`config.mk`:
```
export PLATFORM = sky130hd
export DESIGN_NAME = sdram_port_arbiter
export DESIGN_NICKNAME = d
export VERILOG_FILES = /design/src/rtl/sdram_port_arbiter_pkg.sv /design/src/rtl/sdram_port_arbiter_rr_pick.sv /design/src/rtl/sdram_port_arbiter.sv
export SDC_FILE = /design/constraint.sdc
export NUM_CORES = 1
export LEC_CHECK = 0
export ABC_CLOCK_PERIOD_IN_PS = 5800
export BUFFER_PORTS_ARGS = -buffer_cell sky130_fd_sc_hd__buf_2
export CAP_MARGIN = 10
export CORE_AREA = 5 5 127 129
export DETAILED_ROUTE_END_ITERATION = 16
export DIE_AREA = 0 0 132 134
export HOLD_SLACK_MARGIN = 0.05
export SETUP_SLACK_MARGIN = 0.02
export SLEW_MARGIN = 20
export SYNTH_ARGS = -nofsm -noshare
export SYNTH_HDL_FRONTEND = slang
export SYNTH_HIERARCHICAL = 1
export SYNTH_SLANG_ARGS = --single-unit
```
`constraint.sdc`:
```
create_clock -name i_clk -period 5.8 [get_ports i_clk]
set_clock_uncertainty 0.15 [all_clocks]
set_input_delay 1.16 -clock i_clk [delete_from_list [all_inputs] [get_ports i_clk]]
set_output_delay 1.16 -clock i_clk [all_outputs]
set_load 0.01 [all_outputs]
```
`src/rtl/sdram_port_arbiter_pkg.sv`:
```
// Shared types and constants for the SDRAM port arbiter.
package sdram_arb_pkg;

  typedef enum logic [1:0] {
    IDLE  = 2'd0,
    ISSUE = 2'd1,
    BUSY  = 2'd2
  } arb_state_t;

  localparam int MAX_REQ     = 8;
  localparam int BURST_BEATS = 16;

  // Width of a requester index; a single bit is kept even for tiny NUM_REQ.
  function automatic int ptr_width(input int n);
    return (n > 1) ? $clog2(n) : 1;
  endfunction

endpackage

```
`src/rtl/sdram_port_arbiter_rr_pick.sv`:
```
// Combinational round-robin priority encoder: the first set request at or
// after i_ptr wins, wrapping from N-1 back to 0.
module rr_pick #(
  parameter int N     = 3,
  parameter int PTR_W = 2
) (
  input  logic [N-1:0]     i_req,
  input  logic [PTR_W-1:0] i_ptr,
  output logic [PTR_W-1:0] o_grant,
  output logic             o_any
);

  // Scan N positions starting at the pointer; the first hit is kept.
  always_comb begin
    int   idx;
    logic hit;
    o_grant = '0;
    o_any   = 1'b0;
    idx     = 0;
    hit     = 1'b0;
    for (int i = 0; i < N; i++) begin
      idx = int'(i_ptr) + i;
      if (idx >= N) begin
        idx = idx - N;
      end
      hit = 1'b0;
      for (int j = 0; j < N; j++) begin
        if (j == idx) begin
          hit = i_req[j];
        end
      end
      if (!o_any && hit) begin
        o_any   = 1'b1;
        o_grant = idx[PTR_W-1:0];
      end
    end
  end

endmodule

```
`src/rtl/sdram_port_arbiter.sv`:
```
// Shares one SDRAM controller port between NUM_REQ masters, one transaction
// outstanding at a time. Requester 0 may be given fixed top priority; the
// rest share round-robin. Responses are steered only to the owner.
//
//   state | meaning
//   IDLE  | no transaction; arbitrate and latch the winner's request
//   ISSUE | sdram_req held with latched fields until the controller acks
//   BUSY  | accepted; forward read beats / completion to the owner
module sdram_port_arbiter
  import sdram_arb_pkg::*;
#(
  parameter int NUM_REQ  = 3,
  parameter int ADDR_W   = 26,
  parameter int HIPRI_EN = 1
) (
  input  logic                      i_clk,
  input  logic                      i_reset_n,
  input  logic [NUM_REQ-1:0]        i_m_req,
  input  logic [NUM_REQ*ADDR_W-1:0] i_m_addr,
  input  logic [NUM_REQ-1:0]        i_m_write,
  input  logic [NUM_REQ*32-1:0]     i_m_wdata,
  input  logic [NUM_REQ*4-1:0]      i_m_wmask,
  output logic [NUM_REQ-1:0]        o_m_ack,
  output logic [NUM_REQ-1:0]        o_m_rdvalid,
  output logic [NUM_REQ-1:0]        o_m_complete,
  output logic [31:0]               o_m_rdata,
  output logic                      o_sdram_req,
  output logic [ADDR_W-1:0]         o_sdram_addr,
  output logic                      o_sdram_write,
  output logic [31:0]               o_sdram_wdata,
  output logic [3:0]                o_sdram_wmask,
  input  logic                      i_sdram_ack,
  input  logic [31:0]               i_sdram_rdata,
  input  logic                      i_sdram_rdvalid,
  input  logic                      i_sdram_complete
);

  localparam int PTR_W = ptr_width(NUM_REQ);

  arb_state_t          r_state;
  arb_state_t          w_state_nxt;
  logic [PTR_W-1:0]    r_owner;
  logic [PTR_W-1:0]    r_rr_ptr;
  logic                r_sdram_req;
  logic [ADDR_W-1:0]   r_addr;
  logic                r_write;
  logic [31:0]         r_wdata;
  logic [3:0]          r_wmask;

  logic [NUM_REQ-1:0]  w_rr_req;
  logic [PTR_W-1:0]    w_rr_grant;
  logic                w_rr_any;
  logic                w_hipri;
  logic                w_any_req;
  logic [PTR_W-1:0]    w_grant;
  logic [PTR_W:0]      w_ptr_inc;
  logic [PTR_W-1:0]    w_rr_nxt;
  logic [ADDR_W-1:0]   w_sel_addr;
  logic                w_sel_write;
  logic [31:0]         w_sel_wdata;
  logic [3:0]          w_sel_wmask;

  // With top priority enabled requester 0 never takes part in the rotation.
  always_comb begin
    w_rr_req = i_m_req;
    if (HIPRI_EN != 0) begin
      w_rr_req[0] = 1'b0;
    end
  end

  rr_pick #(
    .N     (NUM_REQ),
    .PTR_W (PTR_W)
  ) u_rr_pick (
    .i_req   (w_rr_req),
    .i_ptr   (r_rr_ptr),
    .o_grant (w_rr_grant),
    .o_any   (w_rr_any)
  );

  assign w_hipri   = (HIPRI_EN != 0) && i_m_req[0];
  assign w_any_req = w_hipri || w_rr_any;
  assign w_grant   = w_hipri ? '0 : w_rr_grant;

  // Next round-robin pointer: one past the winner, wrapping, never landing on 0 in priority mode.
  always_comb begin
    w_ptr_inc = {1'b0, w_rr_grant} + 1'b1;
    if (int'(w_ptr_inc) >= NUM_REQ) begin
      w_rr_nxt = '0;
    end else begin
      w_rr_nxt = w_ptr_inc[PTR_W-1:0];
    end
    if ((HIPRI_EN != 0) && (w_rr_nxt == '0)) begin
      w_rr_nxt[0] = 1'b1;
    end
  end

  // Select the winning master's request fields.
  always_comb begin
    w_sel_addr  = '0;
    w_sel_write = 1'b0;
    w_sel_wdata = '0;
    w_sel_wmask = '0;
    for (int i = 0; i < NUM_REQ; i++) begin
      if (w_grant == PTR_W'(i)) begin
        w_sel_addr  = i_m_addr[i*ADDR_W +: ADDR_W];
        w_sel_write = i_m_write[i];
        w_sel_wdata = i_m_wdata[i*32 +: 32];
        w_sel_wmask = i_m_wmask[i*4 +: 4];
      end
    end
  end

  // State register.
  always_ff @(posedge i_clk or negedge i_reset_n) begin
    if (!i_reset_n) begin
      r_state <= IDLE;
    end else begin
      r_state <= w_state_nxt;
    end
  end

  // Next state and owner-steered responses; nothing reaches a master outside ISSUE/BUSY.
  always_comb begin
    w_state_nxt  = r_state;
    o_m_ack      = '0;
    o_m_rdvalid  = '0;
    o_m_complete = '0;
    case (r_state)
      IDLE:    if (w_any_req) w_state_nxt = ISSUE;
      ISSUE:   if (i_sdram_ack) w_state_nxt = i_sdram_complete ? IDLE : BUSY;
      BUSY:    if (i_sdram_complete) w_state_nxt = IDLE;
      default: w_state_nxt = IDLE;
    endcase
    for (int i = 0; i < NUM_REQ; i++) begin
      if (r_owner == PTR_W'(i)) begin
        o_m_ack[i]      = (r_state == ISSUE) && i_sdram_ack;
        o_m_rdvalid[i]  = (r_state == BUSY) && i_sdram_rdvalid;
        o_m_complete[i] = (((r_state == ISSUE) && i_sdram_ack) || (r_state == BUSY))
                          && i_sdram_complete;
      end
    end
  end

  // Latch the winner in IDLE and hold everything stable until the controller acks.
  always_ff @(posedge i_clk or negedge i_reset_n) begin
    if (!i_reset_n) begin
      r_owner     <= '0;
      r_rr_ptr    <= '0;
      r_sdram_req <= 1'b0;
      r_addr      <= '0;
      r_write     <= 1'b0;
      r_wdata     <= '0;
      r_wmask     <= '0;
    end else if ((r_state == IDLE) && w_any_req) begin
      r_owner     <= w_grant;
      r_addr      <= w_sel_addr;
      r_write     <= w_sel_write;
      r_wdata     <= w_sel_wdata;
      r_wmask     <= w_sel_wmask;
      r_sdram_req <= 1'b1;
      if (!w_hipri) begin
        r_rr_ptr <= w_rr_nxt;
      end
    end else if ((r_state == ISSUE) && i_sdram_ack) begin
      r_sdram_req <= 1'b0;
    end
  end

  assign o_sdram_req   = r_sdram_req;
  assign o_sdram_addr  = r_addr;
  assign o_sdram_write = r_write;
  assign o_sdram_wdata = r_wdata;
  assign o_sdram_wmask = r_wmask;
  assign o_m_rdata     = i_sdram_rdata;

  // Controller protocol errors are ignored by the logic but flagged in simulation.
  a_ack_in_idle: assert property (@(posedge i_clk) disable iff (!i_reset_n)
    (r_state == IDLE) |-> !i_sdram_ack);
  a_resp_in_idle: assert property (@(posedge i_clk) disable iff (!i_reset_n)
    (r_state == IDLE) |-> !(i_sdram_rdvalid || i_sdram_complete));
  a_resp_in_issue: assert property (@(posedge i_clk) disable iff (!i_reset_n)
    (r_state == ISSUE) |-> (!i_sdram_rdvalid && (!i_sdram_complete || i_sdram_ack)));

endmodule
```
### After elaboration in Yosys (flattened, before gate mapping)

Cells that the tools add are included.

* add/subtract/negate cells: 6
* $mul: 0
* divide/modulo/power cells: 0
* order comparisons: 4
* eq/ne operators: 15
* shift-type cells: 0
* multiplexer cells: 46
* bitwise operators: 1
* reduce and logical (&&, ||, !) cells: 17

Operators with widths (count)
* two-way mux 32 bit: 6
* == test 2 x 32 -> 1 bit (first input constant): 3
* == test 3 x 32 -> 1 bit (first input constant): 3
* two-way mux 26 bit: 3
* >= comparator 32 x 3 -> 1 bit (second input constant): 2
* subtractor 32 x 3 -> 32 bit (second input constant): 2
* two-way mux 1 bit: 24
* two-way mux 2 bit: 9
* two-way mux 4 bit: 3
* zero test 2 bit: 4
* adder 2 x 1 -> 3 bit (second input constant): 2
* == test 2 x 1 -> 1 bit (second input constant): 3
* == test 2 bit (second input constant): 3
* logical AND 1 bit: 6
* inequality test 2 bit (second input constant): 3
* one-hot mux 2 bit (3 select lines): 1
* adder 2 x 2 -> 3 bit (second input constant): 1
* >= comparator 3 x 2 -> 1 bit (second input constant): 1
* AND reduction 3 bit: 1
* subtractor 2 x 2 -> 3 bit (second input constant): 1
* >= comparator 2 bit (second input constant): 1
* zero test 1 bit: 2
* logical OR 1 bit: 2
* AND reduction 2 bit: 1
* other kinds (2): 2

* bits in registers: 70
* latch bits: 0
* memory bits (writable): 0
* memory bits (read-only): 0
* output and inout port bits: 105
* word-level logic and storage cells: 97
* memories kept: 0

### Longest topological paths before layout

* word-level depth: 17
* gate-level depth with buffers: 12
* gate-level depth less buffers: 9

### Modules after synthesis

The synthesis kept the hierarchy.

By module, submodules not included
* sdram_port_arbiter: times used 1, cells an instance 509, area an instance 4389.2 µm²
* rr_pick: times used 1, cells an instance 27, area an instance 187.7 µm²

### Least setup slack after synthesis

Ideal clock, no wire load.

* path kind: in2out
* start point: input port i_sdram_ack
* end point: output port o_m_complete[0]
* arrival time: 1.720 ns
* slack: 2.770 ns
* stages: 3
* path buffers: 0
* path through: and3b_1 o21ai_0 nor3_1

* longest elaborated chain between the ends: 4

Ends and longest elaborated chain
* start, declared: line sdram_port_arbiter.sv:32 `input logic i_sdram_ack,`
* logical AND 1 bit: line sdram_port_arbiter.sv:139 `o_m_complete[i] = (((r_state == ISSUE) && i_sdram_ack) || (r_state == BUSY))`
* logical OR 1 bit: line sdram_port_arbiter.sv:139
* logical AND 1 bit: line sdram_port_arbiter.sv:140 `&& i_sdram_complete;`
* two-way mux 1 bit: line sdram_port_arbiter.sv:136 `if (r_owner == PTR_W'(i)) begin`
* end, declared: line sdram_port_arbiter.sv:25 `output logic [NUM_REQ-1:0] o_m_complete,`

Every way passes these cells.

### Worst setup path after layout

* start point: input port i_m_req[1]
* end point: register r_addr[11], in the netlist o_sdram_addr[11]

* longest elaborated chain between the ends: 14
* elaborated cells on any way between the ends: 25

Ends and longest elaborated chain
* start, declared: line sdram_port_arbiter.sv:18 `input logic [NUM_REQ-1:0] i_m_req,`
* two-way mux 1 bit (2 in series): line sdram_port_arbiter_rr_pick.sv:28 `if (j == idx) begin`
* two-way mux 1 bit: line sdram_port_arbiter_rr_pick.sv:32 `if (!o_any && hit) begin`
* zero test 1 bit: line sdram_port_arbiter_rr_pick.sv:32
* logical AND 1 bit: line sdram_port_arbiter_rr_pick.sv:32
* two-way mux 1 bit: line sdram_port_arbiter_rr_pick.sv:32
* zero test 1 bit: line sdram_port_arbiter_rr_pick.sv:32
* logical AND 1 bit: line sdram_port_arbiter_rr_pick.sv:32
* two-way mux 2 bit *: line sdram_port_arbiter_rr_pick.sv:32
* net w_rr_grant[1]: line sdram_port_arbiter.sv:51 `logic [PTR_W-1:0] w_rr_grant;`
* two-way mux 2 bit *: line sdram_port_arbiter.sv:83 `assign w_grant = w_hipri ? '0 : w_rr_grant;`
* zero test 2 bit: line sdram_port_arbiter.sv:105 `if (w_grant == PTR_W'(i)) begin`
* two-way mux 26 bit (2 in series): line sdram_port_arbiter.sv:105
* two-way mux 26 bit *: line sdram_port_arbiter.sv:105
* end signal, assigned: line sdram_port_arbiter.sv:157 `r_addr <= w_sel_addr;`
* end, declared: line sdram_port_arbiter.sv:45 `logic [ADDR_W-1:0] r_addr;`

The timed path passes the listed nets; every way through them passes the cells marked *.
A chain may end at the register's enable or synchronous reset.

==> impl_metrics.env <==
export IMPL_grt_max_degree=71
export IMPL_p_sw_share_pct=43.9
export IMPL_stdcell_count=935
export IMPL_finalCriticalPeriod_ns=4.08
export IMPL_postSynth_asyncResetShare_pct=100
export IMPL_route_vias_total=4703
export IMPL_insertion_delay_ns=0.33
export IMPL_routabilityCongestion=0.797
export IMPL_grt_usage_pct=18.0
export IMPL_hp_class="reg -> reg"
export IMPL_p_int_w=0.00186
export IMPL_die_y_um=134
export IMPL_vdd_drop_max_v=0.000339
export IMPL_cp_end_kind="flip-flop"
export IMPL_r2r_setup_slack_ns=1.85
export IMPL_path_class="in -> reg"
export IMPL_status="complete, no violations"
export IMPL_slew_violations=0
export IMPL_placed_cells=919
export IMPL_achievable_frequency_ghz=0.245
export IMPL_htreeDepth=3
export IMPL_vias_per_cell=5.03
export IMPL_syn2layout_area_growth_pct=33.7
export IMPL_r2r_start="r_rr_ptr[0]"
export IMPL_grt_pass1_vias=4842
export IMPL_diodes=0
export IMPL_ys_flop_type="dfrtp_1"
export IMPL_ioPinCount=334
export IMPL_start_util_pct=30.7
export IMPL_tns_ns=0
export IMPL_cts_sinks=70
export IMPL_final_layout_size_suffix_gt1_share_pct=43.5
export IMPL_antenna_found_initial=0
export IMPL_wire_per_inst_um=17.8
export IMPL_start_kind="input pin"
export IMPL_rsz0062_at_grt="no"
export IMPL_clkPwrFrac_pct=18.7
export IMPL_critPathMaxFanout=35
export IMPL_synth_top_area_share_pct=38.3
export IMPL_clock_root_buffer="clkbuf_16"
export IMPL_grt_pass1_wl_um=25900
export IMPL_num_nets_final=975
export IMPL_dpl_hpwl_um=12000
export IMPL_cellLeakagePower_nw=2.96
export IMPL_die_w_um=132
export IMPL_ys_top_cells_by_count="nor2_1, o21ai_0, dfrtp_1"
export IMPL_synth_edf_count=0
export IMPL_drc_errors=0
export IMPL_fin_hold_ws_ns=0.335
export IMPL_first_pass_iters=4
export IMPL_numCtsBuffers=9
export IMPL_cp_required_ns=5.83
export IMPL_synth_seq_cells=70
export IMPL_cts_buffer_depth=2
export IMPL_ys_seq_area_share_pct=38.3
export IMPL_worst_pin_slew_ns=0.960
export IMPL_max_slew_margin_pct=36.0
export IMPL_syn_mean_instance_area_sq_um=8.54
export IMPL_die_area_sq_mm=0.0177
export IMPL_yosysWarnings=6
export IMPL_hold_violations=0
export IMPL_coreArea_sq_mm=0.0149
export IMPL_row_count=45
export IMPL_netlist_area_sq_mm=0.00458
export IMPL_cts_setup_buffers=0
export IMPL_seqPwrFrac_pct=25.8
export IMPL_yosysUniqueCellTypes=34
export IMPL_p_switching_w=0.00146
export IMPL_postRouteAntennaNets=0
export IMPL_crit_arrival_ns=4.12
export IMPL_startpoint="i_m_req[1]"
export IMPL_holdBufCountCts=0
export IMPL_clk_pin_slew_ns=0.06
export IMPL_wirelength_um=16700
export IMPL_power_frac_comb_pct=55.5
export IMPL_syn_inst=536
export IMPL_hold_path_startpoint="o_sdram_req"
export IMPL_io_buffers=269
export IMPL_dr_first_iter_drc_count=187
export IMPL_globalRouteOverflowTotal=0
export IMPL_cts_tree="built"
export IMPL_synthTopCellsByArea="dfrtp_1, nor2b_1, o22ai_1"
export IMPL_cts_resized=0
export IMPL_drv_cap=0
export IMPL_yosysTopAreaCell="dfrtp_1"
export IMPL_fin_util_pct=41.0
export IMPL_timing_final_crit_share_pct=70.4
export IMPL_powerDensity_mw_per_mm2=543
export IMPL_finalSetupViolCount=0
==> worst max-delay path, cell delays in order <==
cell	delay [ns]
buf_2	0.12
a21oi_1	0.15
a22oi_1	0.13
nand4b_1	0.26
o21ai_4	0.37
buf_4	0.51
or3b_2	0.77
buf_4	0.36
nor2_1	0.18
o31ai_2	0.07
==> per-layer routing <==
metal,routed length (um),track usage [%],up-vias
met5,0,0,-
met4,537,8.29,0
met3,1310,5.44,35
met2,7970,30.1,217
met1,6840,21.4,2153
li1,-,-,2298
==> metrics by stage <==
stage / area (sq um) / setup slack, ns / total power [W]
floorplan: 4580 / 2.77 / 0.00215
global placement: 5780 / 1.41 / 0.00270
detailed placement: 5780 / 1.34 / 0.00273
CTS: 6110 / 1.70 / 0.00337
global route: 6120 / 1.51 / 0.00357
finish: 6120 / 1.72 / 0.00332
==> final timing paths <==
path                       cells past startpoint               end
max in group asynchronous                      1  o_sdram_addr[12]
max                                           10  o_sdram_addr[11]
min in group asynchronous                      1        r_state[1]
max reg2reg                                   11  o_sdram_addr[11]
min                                            2       o_sdram_req
min reg2reg                                    2       o_sdram_req
==> power groups by stage <==
stage	Sequential [W]	Combinational (W)	Clock [W]
final	0.000857	0.00184	0.000621
after global routing	0.000896	0.00202	0.000655
after CTS	0.000860	0.00186	0.000642
after detailed placement	0.000870	0.00186	0
after global placement	0.000863	0.00184	0
after floorplan	0.000972	0.00118	0
==> flip-flops by register name (all words and copies together), names as in the netlist <==
signal,flops
o_sdram_wdata,32
r_state,2
r_owner,2
o_sdram_write,1
o_sdram_req,1
r_rr_ptr,2
o_sdram_addr,26
o_sdram_wmask,4
==> cell families (layout without fill, tap and decap cells) <==
kind of cell / Yosys count / after routing / synth area share [%]
flops: 70 / 70 / 38.3
fa+ha+maj: 4 / 4 / 1.09
compound gates: 208 / 208 / 31.2
other cells: 1 / 3 / 0.0819
simple gates: 164 / 164 / 18.4
mux: 2 / 2 / 0.465
buf+inv: 87 / 296 / 10.5
==> cell usage in the layout, fill, tap and decap left out, types with 9 or more instances in the layout <==
cell type and n:
buf_2 268, clkbuf_16 9, dfrtp_1 70, nor2_1 71, nor2b_1 64, o21ai_0 71, o22ai_1 62, o31ai_1 36
o31ai_2 26
==> final cells by class <==
cell class              count  area (sq um)
clock buffers              13           270
repair buffers            275          1390
inverters                   5          18.8
well taps                 188           235
fillers                  1562          8800
multi-input cells         381          2380
clock inverters             3          65.1
flip-flops and latches     70          1750
Power figures use the tool's default switching activity.
